## src/rtl/pc_fetch_stage_pkg.sv

```systemverilog
// Shared definitions for the PC fetch stage: reset/increment defaults,
// FSM state encoding, decode-register payload and an alignment helper.
package pc_fetch_stage_pkg;

  localparam int unsigned XLEN     = 32;
  localparam logic [31:0] RESET_PC = 32'h0000_0000;
  localparam int unsigned PC_INCR  = 4;

  typedef enum logic [1:0] {
    IDLE     = 2'd0,
    FETCH    = 2'd1,
    WAIT_DEC = 2'd2
  } fetch_state_e;

  typedef struct packed {
    logic [XLEN-1:0] instr;
    logic [XLEN-1:0] pc;
    logic [XLEN-1:0] pc_plus;
  } dec_payload_t;

  // Redirect targets are forced onto a word boundary.
  function automatic logic [XLEN-1:0] align_word(input logic [XLEN-1:0] addr);
    return {addr[XLEN-1:2], 2'b00};
  endfunction

endpackage

```

## src/rtl/Mux2to1_32bit.sv

```systemverilog
// 2:1 32-bit selector used on the PC-update path.
module Mux2to1_32bit
  import pc_fetch_stage_pkg::*;
(
  input  logic [XLEN-1:0] Input0,
  input  logic [XLEN-1:0] Input1,
  input  logic            Sel,
  output logic [XLEN-1:0] Result
);

  assign Result = Sel ? Input1 : Input0;

endmodule

```

## src/rtl/pc_fetch_stage.sv

```systemverilog
// Instruction fetch stage: walks the PC, issues one memory read at a time
// and parks the returned word in a decode register until decode takes it.
module pc_fetch_stage #(
  parameter logic [31:0] RESET_PC = pc_fetch_stage_pkg::RESET_PC,
  parameter int unsigned PC_INCR  = pc_fetch_stage_pkg::PC_INCR
) (
  input  logic        Clk,
  input  logic        Reset,
  input  logic [31:0] PC_Next,
  input  logic        PC_Load,
  output logic        Imem_Req,
  output logic [31:0] Imem_Addr,
  input  logic        Imem_Ack,
  input  logic [31:0] Imem_Data,
  output logic        Dec_Valid,
  input  logic        Dec_Ready,
  output logic [31:0] Dec_Instr,
  output logic [31:0] Dec_PC,
  output logic [31:0] Dec_PCPlus4,
  output logic        Misalign_Err
);

  import pc_fetch_stage_pkg::*;

  fetch_state_e state_q, state_d;
  logic [31:0]  pc_q, pc_d;
  dec_payload_t dec_q, dec_d;
  logic         dec_valid_q, dec_valid_d;
  logic         req_q, req_d;
  logic         misalign_q, misalign_d;

  logic [31:0]  pc_plus_incr;
  logic [31:0]  pc_aligned;
  logic [31:0]  pc_mux;
  logic         redirect;

  assign pc_plus_incr = pc_q + 32'(PC_INCR);
  assign pc_aligned   = align_word(PC_Next);
  assign redirect     = PC_Load && (state_q != IDLE);

  Mux2to1_32bit u_pc_mux (
    .Input0 (pc_plus_incr),
    .Input1 (pc_aligned),
    .Sel    (PC_Load),
    .Result (pc_mux)
  );

  // Next-state: a redirect outranks ack and decode handshake in any active state.
  always_comb begin
    state_d     = state_q;
    pc_d        = pc_q;
    dec_d       = dec_q;
    dec_valid_d = dec_valid_q;
    misalign_d  = misalign_q;

    if (redirect) begin
      pc_d        = pc_mux;
      dec_valid_d = 1'b0;
      state_d     = FETCH;
      if (PC_Next[1:0] != 2'b00) misalign_d = 1'b1;
    end else begin
      case (state_q)
        IDLE: state_d = FETCH;
        FETCH: begin
          if (Imem_Ack) begin
            dec_d       = '{instr: Imem_Data, pc: pc_q, pc_plus: pc_plus_incr};
            dec_valid_d = 1'b1;
            pc_d        = pc_mux;
            state_d     = WAIT_DEC;
          end
        end
        WAIT_DEC: begin
          if (dec_valid_q && Dec_Ready) begin
            dec_valid_d = 1'b0;
            state_d     = FETCH;
          end
        end
        default: state_d = IDLE;
      endcase
    end

    req_d = (state_d == FETCH);
  end

  always_ff @(posedge Clk or posedge Reset) begin
    if (Reset) begin
      state_q     <= IDLE;
      pc_q        <= RESET_PC;
      dec_q       <= '0;
      dec_valid_q <= 1'b0;
      req_q       <= 1'b0;
      misalign_q  <= 1'b0;
    end else begin
      state_q     <= state_d;
      pc_q        <= pc_d;
      dec_q       <= dec_d;
      dec_valid_q <= dec_valid_d;
      req_q       <= req_d;
      misalign_q  <= misalign_d;
    end
  end

  assign Imem_Req     = req_q;
  assign Imem_Addr    = pc_q;
  assign Dec_Valid    = dec_valid_q;
  assign Dec_Instr    = dec_q.instr;
  assign Dec_PC       = dec_q.pc;
  assign Dec_PCPlus4  = dec_q.pc_plus;
  assign Misalign_Err = misalign_q;

endmodule

```

## config.mk

```make
export PLATFORM = sky130hd
export DESIGN_NAME = pc_fetch_stage
export DESIGN_NICKNAME = d
export VERILOG_FILES = /design/src/rtl/pc_fetch_stage_pkg.sv /design/src/rtl/Mux2to1_32bit.sv /design/src/rtl/pc_fetch_stage.sv
export SDC_FILE = /design/constraint.sdc
export NUM_CORES = 1
export LEC_CHECK = 0
export BUFFER_PORTS_ARGS = -buffer_cell sky130_fd_sc_hd__buf_2
export CORE_UTILIZATION = 53
export CTS_BUF_LIST = sky130_fd_sc_hd__clkbuf_4
export DETAILED_ROUTE_END_ITERATION = 16
export GPL_TIMING_DRIVEN = 0
export PLACE_DENSITY = 0.9
export SYNTH_ARGS = -nofsm -noshare
export SYNTH_HDL_FRONTEND = slang
export SYNTH_HIERARCHICAL = 1
export SYNTH_SLANG_ARGS = --single-unit
```

## constraint.sdc

```tcl
create_clock -name Clk -period 4.3 [get_ports Clk]
set_input_delay 0.43 -clock Clk [delete_from_list [all_inputs] [get_ports Clk]]
set_output_delay 0.43 -clock Clk [all_outputs]
set_load 0.05 [all_outputs]
```

==> out/qor.log <==
[outcome] outcome finished clean
[die] horizontal die dimension 111 um
[die] Initial Utilization 0.547
[synthesis] number of enable flip-flop cells after synthesis 0
[detailed_routing] routed vias/inst 5.40
[synthesis] library cells used by synthesis 49
[setup_path] category of the critical setup timing path reg -> reg
[detailed_routing] via total after detailed routing 5354
[sta] setup repair after global routing missed its margin false
[run] max-capacitance violation count 0
[detailed_routing] Starting DRT DRC Count 300
[sta] Worst-Margin Slew 0.661 ns
[grt] global-route wire length before repair 27000 um
[die] row count 39
[synthesis] total standard cell area after synthesis 6280 um^2
[cts] root buffer cell clkbuf_4
[sta] post-route fraction of the period consumed by the critical path 0.638
[setup_path] biggest cell delay along the critical path 0.55 ns
[die] area of the core region 11500 um^2
[placement] detailed placement HPWL 12000 um
[cts] clock latency reported for the late side of the worst-skew pair 0.55 ns
[synthesis] number of warning messages in the yosys log 6
[die] vertical die dimension 111 um
[setup_path] cell with the largest stage delay on the worst path nor4_1
[grt] initial antenna violation count 2
[grt] total routing resource utilization after global routing 0.285
[synthesis] most repeated cell in the gate-level netlist after synthesis nand2_1
[detailed_routing] DRC 0
[setup_path] critical path required time 4.75 ns
[pwr] pwr/cell area 847 nW/um^2
[cts] H-tree levels 4
[synthesis] top cells by area in the synthesized netlist dfrtp_1, nand2_1, mux2_2
[placement] Placed Area 7490 um^2
[finish] Layout Cell Area excl Fill 7760 um^2
[synthesis] ys async rst share 1.00
[sta] number of hold violations in the final report 0
[setup_path] worst path arrival time 3.19 ns
[cts] number of clock buffers inserted by TritonCTS 17
[die] die outline area 12300 um^2
[grt] via count of the first global-routing pass 5312
[worst_hold_path] worst hold path class in -> reg
[setup_path] kind of launch point of the worst setup path flip-flop
[synthesis] cell count after synthesis 614
[sta] final-report setup violation count 0
[synthesis] proportion of synthesized chip area in sequential cells 0.522
[sta] post-layout min period 2.74 ns
[finish] Post-layout nets 905
[synthesis] synthesis-stage register bit count 131
[cts] largest buffer count on any clock path 2
[die] Boundary Pins 200
[cts] TritonCTS clock tree yes
[synthesis] Synth top cells by count nand2_1, dfrtp_1, mux2_2
[synthesis] Synth Flop Type dfrtp_1
[sta] Slew Viols, Final 0
[finish] area grow syn2layout 23.7%
[setup_path] Largest delay share family, worst path simple AND/OR/NAND/NOR gates
[detailed_routing] detailed-router iteration count before antenna repair 5
[detailed_routing] average detailed-routed wire length per instance 16.7 um
[grt] overall overflow remaining after global route 0
[placement] Inst Count DP 958
[placement] Buffers on Ports 199
[pwr] leakage power total 4.09 nW
[setup_path] maximum fanout count along the critical path 10
[finish] final non-filler cell total 992
[sta] worst clock skew 0.0161 ns
[sta] fmax 365 MHz
[cts] Clk pin slew, worst setup/hold paths 0.11 ns
[setup_path] Worst Setup End Kind flip-flop
[pwr] maximum VDD drop 0.522 mV
[setup_path] worst-path cell chain ha_1 > nand3_1 > nor4_1 > buf_2 > nand3_1 > xnor2_1 > mux2_4 > mux2_2
[sta] setup_tns 0 ns
[synthesis] largest area contributor in the synthesized netlist dfrtp_1
[sta] Slew Limit Headroom 0.556
[detailed_routing] total wire length after detailed routing 16600 um
[finish] share of post-route cells with drive strength above 1 0.403
[setup_path] CP Buf/Inv Count 1
[finish] core occupancy in the finished layout 0.677
[placement] RD Place Congestion 0.820
[synthesis] fraction of post-synthesis cell area in the top cell type by area 0.522
[grt] maximum number of pins on one net before global-route repair 77
[synthesis] per-instance average area after synthesis 10.2 um^2
[cts] clk sinks 131
[detailed_routing] DRT antenna net count 0
[setup_path] most used cell, CP nand3_1
[through the flow]
step                      hold WS (ns)  power (mW)  setup slack (ns)
after floorplan                  0.479        4.89             0.372
after global placement           0.452        5.71             -1.09
after detailed placement         0.458        5.80              1.69
after CTS                       0.0310        6.60              1.67
after global routing            0.0434        6.90              1.49
final                           0.0614        6.57              1.56
[cell usage in the layout, fill, tap and decap left out, drive strengths merged, types with 5 or more instances in the layout]
cell type	n
buf	232
nand2	221
a211o	5
o21ai	11
xnor2	18
a31oi	9
inv	6
a31o	6
mux2	73
clkbuf	32
nor2	15
a21oi	6
clkinv	6
nand3	17
dfrtp	131
nand4	14
[flip-flops by register name, indices dropped and copies added (netlist names)]
register      flops
Imem_Req          1
Dec_PCPlus4      30
Dec_Instr        32
Imem_Addr        32
Misalign_Err      1
state_q           2
Dec_PC           32
Dec_Valid         1
[worst reg2reg max path, cell delays in order, from the launching register on]
cell and delay (ns):
dfrtp_1 0.47, ha_1 0.25, nand3_1 0.19, nor4_1 0.55, buf_2 0.35, nand3_1 0.14
xnor2_1 0.17, mux2_4 0.27, mux2_2 0.25
[worst paths after layout]
kind,startpoint,to,slack (ns),cells after the start
min in group asynchronous,Reset,Dec_Instr[16],0.49,3
min reg2reg,Dec_Instr[16],Dec_Instr[16],0.48,2
max reg2reg,Imem_Addr[2],Imem_Addr[26],1.56,8
min,Imem_Data[3],Dec_Instr[3],0.06,3
max,Imem_Addr[2],Imem_Addr[26],1.56,8
max in group asynchronous,Reset,Imem_Addr[16],3.08,4
[layout make-up]
cell class | count | area, um^2
fillers | 915 | 3710
flip-flops and latches | 131 | 3280
multi-input cells | 437 | 2730
repair buffers | 201 | 1030
plain buffers | 41 | 253
well taps | 143 | 179
clock buffers | 23 | 173
clock inverters | 8 | 86.3
inverters | 6 | 27.5
diodes | 2 | 5.00
[metal layers]
layer  global-route usage  routed length [um]  vias up
met5                    0                   0        -
met4                0.140                 556        0
met3               0.0689                1210       43
met2                0.462                7930      232
met1                0.358                6910     2571
li1                     -                   -     2508
[where the power goes]
group	switching [mW]	internal, mW
registers	0.426	1.73
logic	2.66	0.959
clock network	0.423	0.372
[cells by family (layout without fill, tap and decap cells)]
kind of cell               Yosys count  after routing  share of synthesized area
xor gates and xnor gates            20             20                     0.0279
and+or+nand+nor                    297            297                      0.208
AOI/OAI and AO/OA                   44             44                     0.0461
muxes                               73             73                      0.149
other                                1              4                   0.000598
adders and majority gates            1              1                    0.00199
buffers and inverters               47            279                     0.0439
DFF                                131            131                      0.522
[repair_timing]
item                                   CTS  global route
hold buffers                             1             0
resized for setup                        0             0
setup buffers                            0             0
endpoints found under the hold margin   55             0
Note: power is estimated with default switching activity, not from simulation.
